<file path="config.mk">
export PLATFORM = sky130hd
export DESIGN_NAME = fbindct_bram_arb
export DESIGN_NICKNAME = d
export VERILOG_FILES = /design/src/rtl/fbindct_bram_arb.sv
export SDC_FILE = /design/constraint.sdc
export NUM_CORES = 1
export LEC_CHECK = 0
export BUFFER_PORTS_ARGS = -buffer_cell sky130_fd_sc_hd__buf_4
export CAP_MARGIN = 20
export CORE_AREA = 5 5 91 93
export CTS_CLUSTER_SIZE = 20
export DETAILED_ROUTE_END_ITERATION = 7
export DIE_AREA = 0 0 96 98
export PLACE_DENSITY_LB_ADDON = 0.05
export SLEW_MARGIN = 20
export SYNTH_ARGS = -nofsm -noshare
export SYNTH_HDL_FRONTEND = slang
export SYNTH_SLANG_ARGS = --single-unit
export TNS_END_PERCENT = 20
</file>
<file path="constraint.sdc">
create_clock -name clk -period 1.8 [get_ports clk]
set_input_delay 0.27 -clock clk [delete_from_list [all_inputs] [get_ports clk]]
set_output_delay 0.27 -clock clk [all_outputs]
set_load 0.005 [all_outputs]
</file>
<file path="src/rtl/fbindct_bram_arb.sv">
// Round-robin arbiter sharing one BRAM port between the DCT fetch path
// (m0) and the DCT writeback path (m1), with tagged read-data return.
module fbindct_bram_arb #(
    parameter int ADDR_WIDTH = 13,
    parameter int DATA_WIDTH = 32,
    parameter int MAX_BURST  = 4,
    parameter int RD_LATENCY = 1
) (
    input  logic                  clk,
    input  logic                  rst,
    input  logic                  m0_req,
    input  logic                  m0_we,
    input  logic [ADDR_WIDTH-1:0] m0_addr,
    input  logic [DATA_WIDTH-1:0] m0_wrdata,
    output logic                  m0_gnt,
    output logic                  m0_rdvalid,
    output logic [DATA_WIDTH-1:0] m0_rddata,
    input  logic                  m1_req,
    input  logic                  m1_we,
    input  logic [ADDR_WIDTH-1:0] m1_addr,
    input  logic [DATA_WIDTH-1:0] m1_wrdata,
    output logic                  m1_gnt,
    output logic                  m1_rdvalid,
    output logic [DATA_WIDTH-1:0] m1_rddata,
    output logic [ADDR_WIDTH-1:0] bram_addr,
    output logic [DATA_WIDTH-1:0] bram_wrdata,
    output logic                  bram_we,
    output logic                  bram_en,
    input  logic [DATA_WIDTH-1:0] bram_rddata
);

    localparam int CW = $clog2(MAX_BURST + 1);
    localparam logic [CW-1:0] CNT_MAX = CW'(MAX_BURST);

    typedef struct packed {
        logic v;
        logic id;
    } rd_tag_t;

    logic          owner, prev_gnt, last_owner;
    logic [CW-1:0] beat_cnt;
    logic          owner_n, prev_gnt_n, last_owner_n;
    logic [CW-1:0] beat_cnt_n;
    logic          gnt0, gnt1, any_gnt, lock;
    rd_tag_t       rd_pipe [RD_LATENCY];
    rd_tag_t       rd_tail;

    // Burst lock holds the port for the current owner under contention
    assign lock = prev_gnt && (beat_cnt < CNT_MAX);

    always_comb begin
        gnt0 = 1'b0;
        gnt1 = 1'b0;
        if (!rst) begin
            unique case (1'b1)
                (m0_req && !m1_req): gnt0 = 1'b1;
                (m1_req && !m0_req): gnt1 = 1'b1;
                (m0_req && m1_req): begin
                    gnt1 = lock ? owner : !last_owner;
                    gnt0 = !gnt1;
                end
                default: ;
            endcase
        end
    end

    assign any_gnt = gnt0 | gnt1;

    always_comb begin
        owner_n      = owner;
        last_owner_n = last_owner;
        prev_gnt_n   = 1'b0;
        beat_cnt_n   = '0;
        if (any_gnt) begin
            owner_n      = gnt1;
            last_owner_n = gnt1;
            prev_gnt_n   = 1'b1;
            if (!prev_gnt || (gnt1 != owner))
                beat_cnt_n = CW'(1);
            else if (beat_cnt < CNT_MAX)
                beat_cnt_n = beat_cnt + CW'(1);
            else
                beat_cnt_n = beat_cnt;
        end
    end

    always_ff @(posedge clk) begin
        if (rst) begin
            owner      <= 1'b0;
            prev_gnt   <= 1'b0;
            last_owner <= 1'b1;
            beat_cnt   <= '0;
        end else begin
            owner      <= owner_n;
            prev_gnt   <= prev_gnt_n;
            last_owner <= last_owner_n;
            beat_cnt   <= beat_cnt_n;
        end
    end

    always_comb begin
        bram_we     = 1'b0;
        bram_addr   = '0;
        bram_wrdata = '0;
        if (gnt0) begin
            bram_we     = m0_we;
            bram_addr   = m0_addr;
            bram_wrdata = m0_wrdata;
        end else if (gnt1) begin
            bram_we     = m1_we;
            bram_addr   = m1_addr;
            bram_wrdata = m1_wrdata;
        end
    end

    assign bram_en = any_gnt;
    assign m0_gnt  = gnt0;
    assign m1_gnt  = gnt1;

    always_ff @(posedge clk) begin
        if (rst) begin
            for (int i = 0; i < RD_LATENCY; i++)
                rd_pipe[i] <= '0;
        end else begin
            rd_pipe[0] <= '{v: any_gnt && !bram_we, id: gnt1};
            for (int i = 1; i < RD_LATENCY; i++)
                rd_pipe[i] <= rd_pipe[i-1];
        end
    end

    // Gated by rst so reads issued just before reset never return
    assign rd_tail    = rd_pipe[RD_LATENCY-1];
    assign m0_rdvalid = !rst && rd_tail.v && !rd_tail.id;
    assign m1_rdvalid = !rst && rd_tail.v && rd_tail.id;
    assign m0_rddata  = bram_rddata;
    assign m1_rddata  = bram_rddata;

endmodule

</file>
Word level (Yosys, flattened, before mapping)
Memory sizes are Yosys's and may differ from the RTL's.
Cells that the tools add are included.

word-level totals
  RAM bits = 2
  logic and storage cells = 51
  output and inout bits = 115
  memory bits (read-only) = 0
  flip-flop bits (word level) = 6
  latch bits = 0
  memories kept = 1
  input port bits = 128

memories
  name     words  width  read ports  clocked after memory_dff  wr ports  RTL line  RTL
  rd_pipe  1      2      1           0                         1         45        rd_tag_t rd_pipe [RD_LATENCY];

operators by class
  equal/unequal tests = 1
  bitwise logic cells = 2
  shifts and indexed selects = 0
  reduce and logical (&&, ||, !) cells = 21
  $mul = 0
  magnitude comparators = 1
  div/mod/pow operators = 0
  mux-type cells = 19
  add/subtract/negate cells = 1

operators by type and width
  operator               number
  $mux W32               2
  $mux W13               2
  $mux W1                12
  $logic_and A1 B1 Y1    8
  $logic_not A1 Y1       8
  $pmux W1 S2            2
  $reduce_or A2 Y1       2
  $add A3 B1 Y3 const B  1
  $lt A3 B3 Y1 const B   1
  $reduce_or A3 Y1       1
  $mux W2                1
  $reduce_bool A2 Y1     1
  $logic_or A1 B1 Y1     1
  $ne A1 B1 Y1           1
  $not A1 Y1             1
  $or A1 B1 Y1           1

Depth between registers and ports, before layout
  depth after elaboration = 10
  gate-level depth with buffers = 7
  mapped depth without buffers = 4

Worst setup path before layout
Ideal clock, no wire load.

  kind = reg2out
  start = register beat_cnt[2]
  end = output port bram_wrdata[26]
  cell stages (with the launch flop) = 8
  data arrival time = 1.403 ns
  setup slack = 0.127 ns
  data required time = 1.530 ns
  path buffers = 3
  cells stage by stage = dfxtp_1 > buf_4 > and4bb_1 > a211oi_2 > buf_4 > buf_6 > a22oi_1 > nor2_1

between the ends
  word-level cells in the longest chain between the ends = 7
  elaborated cells on any way between the ends = 10
  those cells by class = order compare (1); mux (7); reduce/logical (2)

RTL lines
  item                                             RTL line  RTL
  from (decl)                                      41        logic [CW-1:0] beat_cnt;
  from (signal assigned)                           97        beat_cnt <= beat_cnt_n;
  $lt A3 B3 Y1 *                                   49        assign lock = prev_gnt && (beat_cnt < CNT_MAX);
  $logic_and A1 B1 Y1 *                            49
  $mux W1 *                                        59        gnt1 = lock ? owner : !last_owner;
  $pmux W1 S2 or $logic_not A1 Y1 (tied branches)  55, 60
  $mux W1 or $pmux W1 S2 (tied branches)           54, 55
  $mux W32 or $mux W1 (tied branches)              109, 54
  $mux W32 *                                       105       if (gnt0) begin
  to (decl)                                        26        output logic [DATA_WIDTH-1:0] bram_wrdata,

Mark *: on every way between the ends. The rest lies on a longest branch, timed or not.

Worst setup path after layout
  start = register beat_cnt[2]
  end = output port bram_wrdata[12]

Same word-level chain as after synthesis.

==> impl_metrics.tcl <==
set metrics [dict create \
    io_pins 243 \
    synth.area.top_cells "buf_4 31%, a22oi_1 19%, nor2_1 13%, dfxtp_1 10%, a22oi_2 5.5%" \
    grt_pass1_vias 1942 \
    hp-class "input port to flip-flop" \
    rows 32 \
    viasPerCell 4.41 \
    grt_max_degree 61 \
    drive_above_1_share_pct 62.1 \
    cpLargestDelayFamily "buffers and inverters" \
    powerDensity_nw_per_um2 414 \
    drt_drc_violations_left 0 \
    crit_fanout 15 \
    hold_violations 0 \
    synthFlopType "dfxtp_1" \
    nNetsFinal 445 \
    power.total_uw 1110 \
    synth_cell_type_count 33 \
    synth.most_common_cell "buf_4" \
    die_area_um2 9410 \
    cts-hold-fix-buffers 0 \
    fin_ws_ns -0.183 \
    cts_tree "built" \
    p_leak_uw 0.00131 \
    worstSetupPathType "flip-flop to output pin" \
    synthArstFlopShare_pct 0 \
    startpoint_type "flip-flop" \
    grt_use_total_pct 13.9 \
    grt.overflow.total 0 \
    max_slew_margin_pct 58.4 \
    post-route-period-util_pct 110 \
    synth-seq-area-share_pct 10.1 \
    yosysWarnings 0 \
    worst_setup_path_end_kind "output pin" \
    report.final.slew_viol_count 0 \
    drv_cap 0 \
    globalplace.congestion 0.735 \
    yosys.area.top_type "buf_4" \
    design_area_um2 2670 \
    drtPass1Iterations 4 \
    numCtsBuffers 3 \
    vias 1835 \
    grt_pass1_wl_mm 10.3 \
    cts_root_buf "clkbuf_8" \
    crit_buf_inv 4 \
    arrival_ns 1.71 \
    n_fill_cell 821 \
    clock_insertion_delay_worst_skew_ns 0.23 \
    max_clock_freq_mhz 504 \
    worst_ep_required_time_ns 1.53 \
    start_util_pct 21.2 \
    syn_to_final_growth_pct 68.9 \
    rsz0062_at_grt "yes" \
    cp_cell_sequence "nand2b_4, buf_12, a211oi_4, buf_6, buf_16, a22oi_1, nor2_1, buf_4" \
    ant_nets 0 \
    period_needed_ns 1.98 \
    finClkSkew_ns 0.00296 \
    port_buffers 146 \
    violations "negative setup slack" \
    h-tree-depth 1 \
    critPathSlowestCell "dfxtp_2" \
    ys_ff_latch 8 \
    synthesis.nets 353 \
    diodes 0 \
    synth.top_cells.by_count "66 x buf_4, 56 x nor2_1, 39 x a22oi_1" \
    peakVddDrop_mv 0.132 \
    avgSynthCellArea_um2 7.06 \
    tns_ns -7.28 \
    antenna_found_initial 0 \
    drt-wirelength-per-cell_um 16.6 \
    detail_route.wirelength_mm 6.92 \
    die_h_um 98 \
    synth-edff-count 0 \
    synth_area_um2 1580 \
    status "finished with violations" \
    core_um2 7450 \
    path_clk_slew_ns 0.04 \
    syn_inst 224 \
    clockBufferDepth 2 \
    placed_area_um2 2360 \
    cpPeakStageDelay_ns 0.32 \
    hpwl_mm 4.90 \
    report.final.setup_viol 47 \
    dp_slack_ns -0.0287 \
    fp.dieW_um 96 \
    clkSinkCount 8 \
    drt_iter0_markers 66 \
    tightest_slew_ns 0.624 \
    synth_top_area_share_pct 31.3 \
]
worst register-to-register path: cells and delay by family (launching register included):
family | cells | cell delay [ns]
and+or+nand+nor | 2 | 0.20
buffers and inverters | 3 | 0.44
AOI/OAI and AO/OA | 2 | 0.31
DFF | 1 | 0.32
registers in the layout, indices dropped and copies added, names as in the netlist:
register    flops
last_owner      1
rd_pipe         2
prev_gnt        1
owner           1
beat_cnt        3
final cells by class:
class	count	area, µm²	area share, %
flip-flops and latches	8	164	6.14
clock buffers	3	41.3	1.55
inverters	5	18.8	0.703
well taps	102	128	4.78
repair buffers	168	1440	53.8
multi-input cells	130	883	33.1
per-stage QoR:
stage,std cells,hold WS (ns),util (%)
2_1_floorplan,224,0.371,-
3_3_place_gp,401,0.479,31.7
3_5_place_dp,401,0.479,31.7
4_1_cts,416,0.242,35.4
5_1_grt,416,0.250,35.9
6_report,416,0.246,35.9
report_power, final:
part,leakage [µW],switching (µW),internal (µW)
Combinational,0.00123,273,418
Clock,0.0000216,71.2,145
Sequential,0.0000671,8.38,190
Total,0.00131,352,753
layout by cell type, fill, tap and decap left out, drive strengths merged, types with 2 or more instances in the layout:
cell type and count:
clkbuf 4, a21oi 3, buf 167, nor2 56, o21ai 3, a22oi 46, a211oi 2, inv 5
dfxtp 8
logic make-up (layout without fill, tap and decap cells):
logic type	after synthesis	after routing	share of synthesized area (%)
compound gates	61	61	31.2
mux	1	1	0.633
xor+xnor	1	1	0.554
fa+ha+maj	1	1	0.791
simple gates	66	66	18.4
buf+inv	86	176	38.4
flops	8	8	10.1
worst paths after layout:
kind	from	end	slack, ns	cells past startpoint
max	beat_cnt[2]	bram_wrdata[12]	-0.18	8
min	m1_we	rd_pipe[0][1]	0.25	2
max reg2reg	beat_cnt[2]	last_owner	0.45	7
min reg2reg	beat_cnt[1]	beat_cnt[1]	0.51	2
layer usage:
metal  track usage [%]  wire, µm  vias up
met5                 0         0        -
met4              4.60       138        0
met3              2.39       472       24
met2              25.4      3700       82
met1              16.0      2610      831
li1                  -         -      898
what timing repair did:
action	in CTS	in global routing
setup buffers	7	0
hold endpoints to repair	0	0
gates resized for setup	15	8
gates cloned	5	1
setup endpoints to repair	47	47
pin swaps	12	3
(Power assumes the default switching activity.)
